`config.mk`:
```
export PLATFORM = sky130hd
export DESIGN_NAME = sudoku_onehot_stream
export DESIGN_NICKNAME = d
export VERILOG_FILES = /design/src/rtl/sudoku_onehot_stream.sv
export SDC_FILE = /design/constraint.sdc
export NUM_CORES = 1
export LEC_CHECK = 0
export CELL_PAD_IN_SITES_DETAIL_PLACEMENT = 1
export CELL_PAD_IN_SITES_GLOBAL_PLACEMENT = 1
export CORE_ASPECT_RATIO = 1.4
export CORE_MARGIN = 4
export CORE_UTILIZATION = 35
export CTS_CLUSTER_SIZE = 25
export DETAILED_ROUTE_END_ITERATION = 8
export PLACE_DENSITY_LB_ADDON = 0.1
export SYNTH_ARGS = -nofsm -noshare
export SYNTH_HDL_FRONTEND = slang
export SYNTH_SLANG_ARGS = --single-unit
```
`constraint.sdc`:
```
create_clock -name clk -period 2.68 [get_ports clk]
set_clock_uncertainty 0.2 [all_clocks]
set_input_delay 0.402 -clock clk [delete_from_list [all_inputs] [get_ports clk]]
set_output_delay 0.402 -clock clk [all_outputs]
set_load 0.03 [all_outputs]
```
`src/rtl/sudoku_onehot_stream.sv`:
```
// Streaming one-hot to binary cell decoder with a registered output stage,
// per-cell framing over an N x N grid and end-of-frame blank/illegal totals.
module sudoku_onehot_stream #(
    parameter int N     = 9,
    parameter int CELLS = N * N,
    parameter int VAL_W = $clog2(N + 1),
    parameter int IDX_W = $clog2(CELLS),
    parameter int CNT_W = $clog2(CELLS + 1)
) (
    input  logic             clk,
    input  logic             rst,
    input  logic             clr,
    input  logic             in_valid,
    output logic             in_ready,
    input  logic [N-1:0]     in_cell,
    output logic             out_valid,
    input  logic             out_ready,
    output logic [VAL_W-1:0] out_value,
    output logic             out_err,
    output logic [IDX_W-1:0] out_index,
    output logic             out_last,
    output logic             frame_done,
    output logic [CNT_W-1:0] blank_count,
    output logic [CNT_W-1:0] err_count
);

    // Handshake: a cell transfers on a rising edge where in_valid && in_ready;
    // a beat transfers where out_valid && out_ready. in_ready is high whenever
    // the output register is empty or being drained in the same cycle.

    logic             accept;
    logic             last_cell;
    logic             dec_blank;
    logic             dec_multi;
    logic             dec_seen;
    logic [VAL_W-1:0] dec_val;

    logic [IDX_W-1:0] idx_q, idx_d;
    logic [CNT_W-1:0] blank_acc_q, blank_acc_d;
    logic [CNT_W-1:0] err_acc_q, err_acc_d;
    logic [CNT_W-1:0] blank_count_q, blank_count_d;
    logic [CNT_W-1:0] err_count_q, err_count_d;
    logic             out_valid_q, out_valid_d;
    logic [VAL_W-1:0] out_value_q, out_value_d;
    logic             out_err_q, out_err_d;
    logic [IDX_W-1:0] out_index_q, out_index_d;
    logic             out_last_q, out_last_d;
    logic             frame_done_q, frame_done_d;

    assign in_ready  = !out_valid_q || out_ready;
    assign accept    = in_valid && in_ready;
    assign last_cell = (idx_q == IDX_W'(CELLS - 1));

    // The lowest set bit sets the digit; any further set bit marks the cell illegal.
    always_comb begin
        dec_val   = '0;
        dec_multi = 1'b0;
        dec_seen  = 1'b0;
        for (int k = 0; k < N; k++) begin
            if (in_cell[k]) begin
                if (dec_seen) begin
                    dec_multi = 1'b1;
                end else begin
                    dec_val = VAL_W'(k + 1);
                end
                dec_seen = 1'b1;
            end
        end
        if (dec_multi) begin
            dec_val = '0;
        end
        dec_blank = !dec_seen;
    end

    always_comb begin
        idx_d         = idx_q;
        blank_acc_d   = blank_acc_q;
        err_acc_d     = err_acc_q;
        blank_count_d = blank_count_q;
        err_count_d   = err_count_q;
        out_valid_d   = out_valid_q;
        out_value_d   = out_value_q;
        out_err_d     = out_err_q;
        out_index_d   = out_index_q;
        out_last_d    = out_last_q;
        frame_done_d  = 1'b0;

        if (clr) begin
            // Frame totals survive an abort; only in-flight state is dropped.
            idx_d       = '0;
            blank_acc_d = '0;
            err_acc_d   = '0;
            out_valid_d = 1'b0;
        end else if (accept) begin
            out_valid_d = 1'b1;
            out_value_d = dec_val;
            out_err_d   = dec_multi;
            out_index_d = idx_q;
            out_last_d  = last_cell;
            if (last_cell) begin
                blank_count_d = blank_acc_q + CNT_W'(dec_blank);
                err_count_d   = err_acc_q + CNT_W'(dec_multi);
                blank_acc_d   = '0;
                err_acc_d     = '0;
                idx_d         = '0;
                frame_done_d  = 1'b1;
            end else begin
                blank_acc_d = blank_acc_q + CNT_W'(dec_blank);
                err_acc_d   = err_acc_q + CNT_W'(dec_multi);
                idx_d       = idx_q + IDX_W'(1);
            end
        end else if (out_ready) begin
            out_valid_d = 1'b0;
        end
    end

    always_ff @(posedge clk or posedge rst) begin
        if (rst) begin
            idx_q         <= '0;
            blank_acc_q   <= '0;
            err_acc_q     <= '0;
            blank_count_q <= '0;
            err_count_q   <= '0;
            out_valid_q   <= 1'b0;
            out_value_q   <= '0;
            out_err_q     <= 1'b0;
            out_index_q   <= '0;
            out_last_q    <= 1'b0;
            frame_done_q  <= 1'b0;
        end else begin
            idx_q         <= idx_d;
            blank_acc_q   <= blank_acc_d;
            err_acc_q     <= err_acc_d;
            blank_count_q <= blank_count_d;
            err_count_q   <= err_count_d;
            out_valid_q   <= out_valid_d;
            out_value_q   <= out_value_d;
            out_err_q     <= out_err_d;
            out_index_q   <= out_index_d;
            out_last_q    <= out_last_d;
            frame_done_q  <= frame_done_d;
        end
    end

    assign out_valid   = out_valid_q;
    assign out_value   = out_value_q;
    assign out_err     = out_err_q;
    assign out_index   = out_index_q;
    assign out_last    = out_last_q;
    assign frame_done  = frame_done_q;
    assign blank_count = blank_count_q;
    assign err_count   = err_count_q;

endmodule

```
==> impl_metrics.toml <==
[sta]
final_max_slew_viol_count = 0
fin_crit_sh_pct = 96.8
fin_ws_ns = 0.0862
relSlewSlack_pct = 57.0
fin_crit_ns = 2.59
max_freq_ghz = 0.386
worst_slew_pin_slew_ns = 0.646
rsz0062_at_grt = "false"
final_hold_viol_count = 0
finalSetupViolCount = 0

[critical_path]
cp_cell_sequence = "dlygate4sd2_1 -> or3_4 -> or3b_4 -> a2bb2oi_4 -> nand2_4 -> ha_4 -> ha_4 -> nand3_2 -> nor2_1 -> xor2_1 -> mux2_2"
crit_fanout = 5
cp.required_ns = 2.68
cp_common_cell = "ha_4"
startpoint_type = "input pin"
critPathKind = "input pin to register"
r2r_setup_slack_ns = 0.60
crit_arrival_ns = 2.59
path_buf_inv = 1
critPathCaptureType = "register"
r2r_start = "idx_q[0]"
startpoint = "in_cell[0]"
cp_top_family = "simple AND/OR/NAND/NOR gates"
critPathMaxStageDelay_ns = 0.42
crit_slowest_cell = "or3_4"

[clock_tree]
clockBufferDepth = 2
clock-sinks = 50
htreeDepth = 2
clock_latency_ns = 0.31
cts_tree = "done"
clk_pin_slew_ns = 0.10
ctsRootBufferMaster = "clkbuf_8"
cts_buffers = 5

[placed_design]
io_buffers = 43
place_ws_ns = -0.417
place_inst = 375
hpwl_mm = 4.19
dpl_cell_area_um2 = 3140
gp_congestion = 0.748

[run]
max_cap_violations = 0

[die]
fp-row-count = 35
start_util_pct = 36.3
coreArea_um2 = 6610
die_h_um = 106
pin_count = 44
die_area_um2 = 8270
fp.dieW_um = 78.0

[detailed_routing]
num_vias = 1944
dr.pass1.iters = 3
antenna_left = 0
via_per_inst = 5.05
drt-initial-drc-count = 48
route.detailed.drc = 0
drt-wirelength-per-cell_um = 15.5
wl_mm = 5.95

[final_layout]
nNetsFinal = 312
design_area_um2 = 3290
layout-drive-gt1-share_pct = 24.9
area_delta_synth_final_pct = 36.8
stdcell_count = 385
antenna_cells = 0

[worst_hold_path]
hp-class = "register to register"
min_from = "out_value[0]"

[global_routing]
grt_pass1_wl_mm = 10.3
grt-ovfl-total = 0
track_usage_pct = 15.5
grt_max_degree = 51
grt_pass1_vias = 2081
antenna_found_initial = 0

[logic_synthesis]
synth_warnings = 0
seq_area_frac_synth_pct = 52.1
synthCells = 221
synth_edf_count = 0
syn_area_per_cell_um2 = 10.9
synth_seq_cells = 50
synthDistinctLibCells = 35
synth_area_um2 = 2400
synth_fp_nets = 241
async_reset_ff_share_pct = 100
synth-main-ff-cell = "dfrtp_1"

[pwr]
vdd_drop_max_mv = 0.243
p_leak_nw = 1.53
pwr_density_cell_nw_per_um2 = 430
total_power_mw = 1.41

[outcome]
outcome = "completed"
## where the power goes
part	internal, mW	switching, mW	total (mW)
Combinational	0.0755	0.0963	0.172
Sequential	0.765	0.00887	0.774
Clock	0.187	0.280	0.467
## kinds of logic after synthesis
| kind of cell | Yosys count | synth area share [%] |
|---|---|---|
| simple gates | 68 | 14.0 |
| flops | 50 | 52.1 |
| compound gates | 46 | 14.4 |
| buf+inv | 20 | 3.12 |
| mux | 18 | 8.44 |
| xor+xnor | 12 | 4.37 |
| fa+ha+maj | 7 | 3.54 |
## layer usage
metal,GRT usage [%],part of all wire [%],vias to the layer above
met4,4.88,1.2,0
met1,18.5,43,988
li1,-,-,916
met2,28.1,52,35
met3,2.71,3.3,5
met5,0,0,-
## synth_stat cells, types with 2 or more instances
master | count | area share [%]
dfrtp_1 | 50 | 52
nand2_1 | 22 | 3.4
mux2_2 | 18 | 8.4
nor2_1 | 15 | 2.3
o21ai_0 | 15 | 3.1
inv_1 | 13 | 2.0
a22o_1 | 11 | 4.0
a21oi_1 | 9 | 1.9
clkbuf_1 | 6 | 0.94
ha_1 | 6 | 3.1
nand3_1 | 6 | 1.3
nor3_1 | 6 | 1.3
or3_1 | 6 | 1.6
xnor2_1 | 6 | 2.2
xor2_1 | 6 | 2.2
nor2b_1 | 3 | 0.78
o41ai_2 | 3 | 2.0
nand2b_1 | 2 | 0.52
or2_2 | 2 | 0.52
## cell usage in the layout (no fill, tap or decap), types with 6 or more instances in the layout
master           netlist  routed
a21oi_1                9       9
a22o_1                11      11
buf_4                  0      28
clkdlybuf4s50_1        0      38
dfrtp_1               50      50
inv_1                 13      12
mux2_2                18      18
nand2_1               22      22
nor2_1                15      15
o21ai_0               15      15
or3_1                  6       6
xnor2_1                6       6
xor2_1                 6       6
## worst register-to-register path, delay by kind of cell, from the launching register on
kind                       cells  cell delay [ns]
DFF                            1             0.44
adders and majority gates      1             0.14
buffers and inverters          1             0.10
and+or+nand+nor                3             0.72
AOI/OAI and AO/OA              2             0.36
## repair_timing
item	4_1_cts	5_1_grt
buffers inserted	1	1
pin swaps	4	3
resized for setup	7	7
endpoints found under the hold margin	0	0
setup endpoints to repair	6	8
hold buffers	0	0
## cell type report
| cell class | count | area, um^2 |
|---|---|---|
| Inverter | 13 | 48.8 |
| Timing Repair Buffer | 71 | 642 |
| Tap cell | 92 | 115 |
| Sequential cell | 50 | 1250 |
| Fill cell | 731 | 3330 |
| Clock inverter | 3 | 23.8 |
| Clock buffer | 5 | 68.8 |
| Multi-Input combinational cell | 151 | 1140 |
## metrics by stage
| step | hold slack, ns | util [%] | TNS [ns] |
|---|---|---|---|
| after floorplan | 0.265 | - | 0 |
| after global routing | 0.319 | 49.7 | 0 |
| final | 0.290 | 49.7 | 0 |
| after CTS | 0.298 | 49.2 | 0 |
| after global placement | 0.263 | 47.4 | -4.76 |
| after detailed placement | 0.273 | 47.4 | -5.69 |
## registers in the layout (all words and copies together) (netlist names), 4 cells and up
signal	count
err_count	7
blank_count	7
out_index	7
err_acc_q	7
idx_q	7
blank_acc_q	7
out_value	4
## path summary, 6_finish.rpt
check | end | cells past startpoint
max | err_count[6] | 11
max in group asynchronous | out_value[3] | 3
max reg2reg | blank_acc_q[2] | 7
min in group asynchronous | out_index[1] | 3
min reg2reg | out_value[0] | 2
min | out_value[0] | 2
Note: power is estimated with default switching activity, not from simulation.
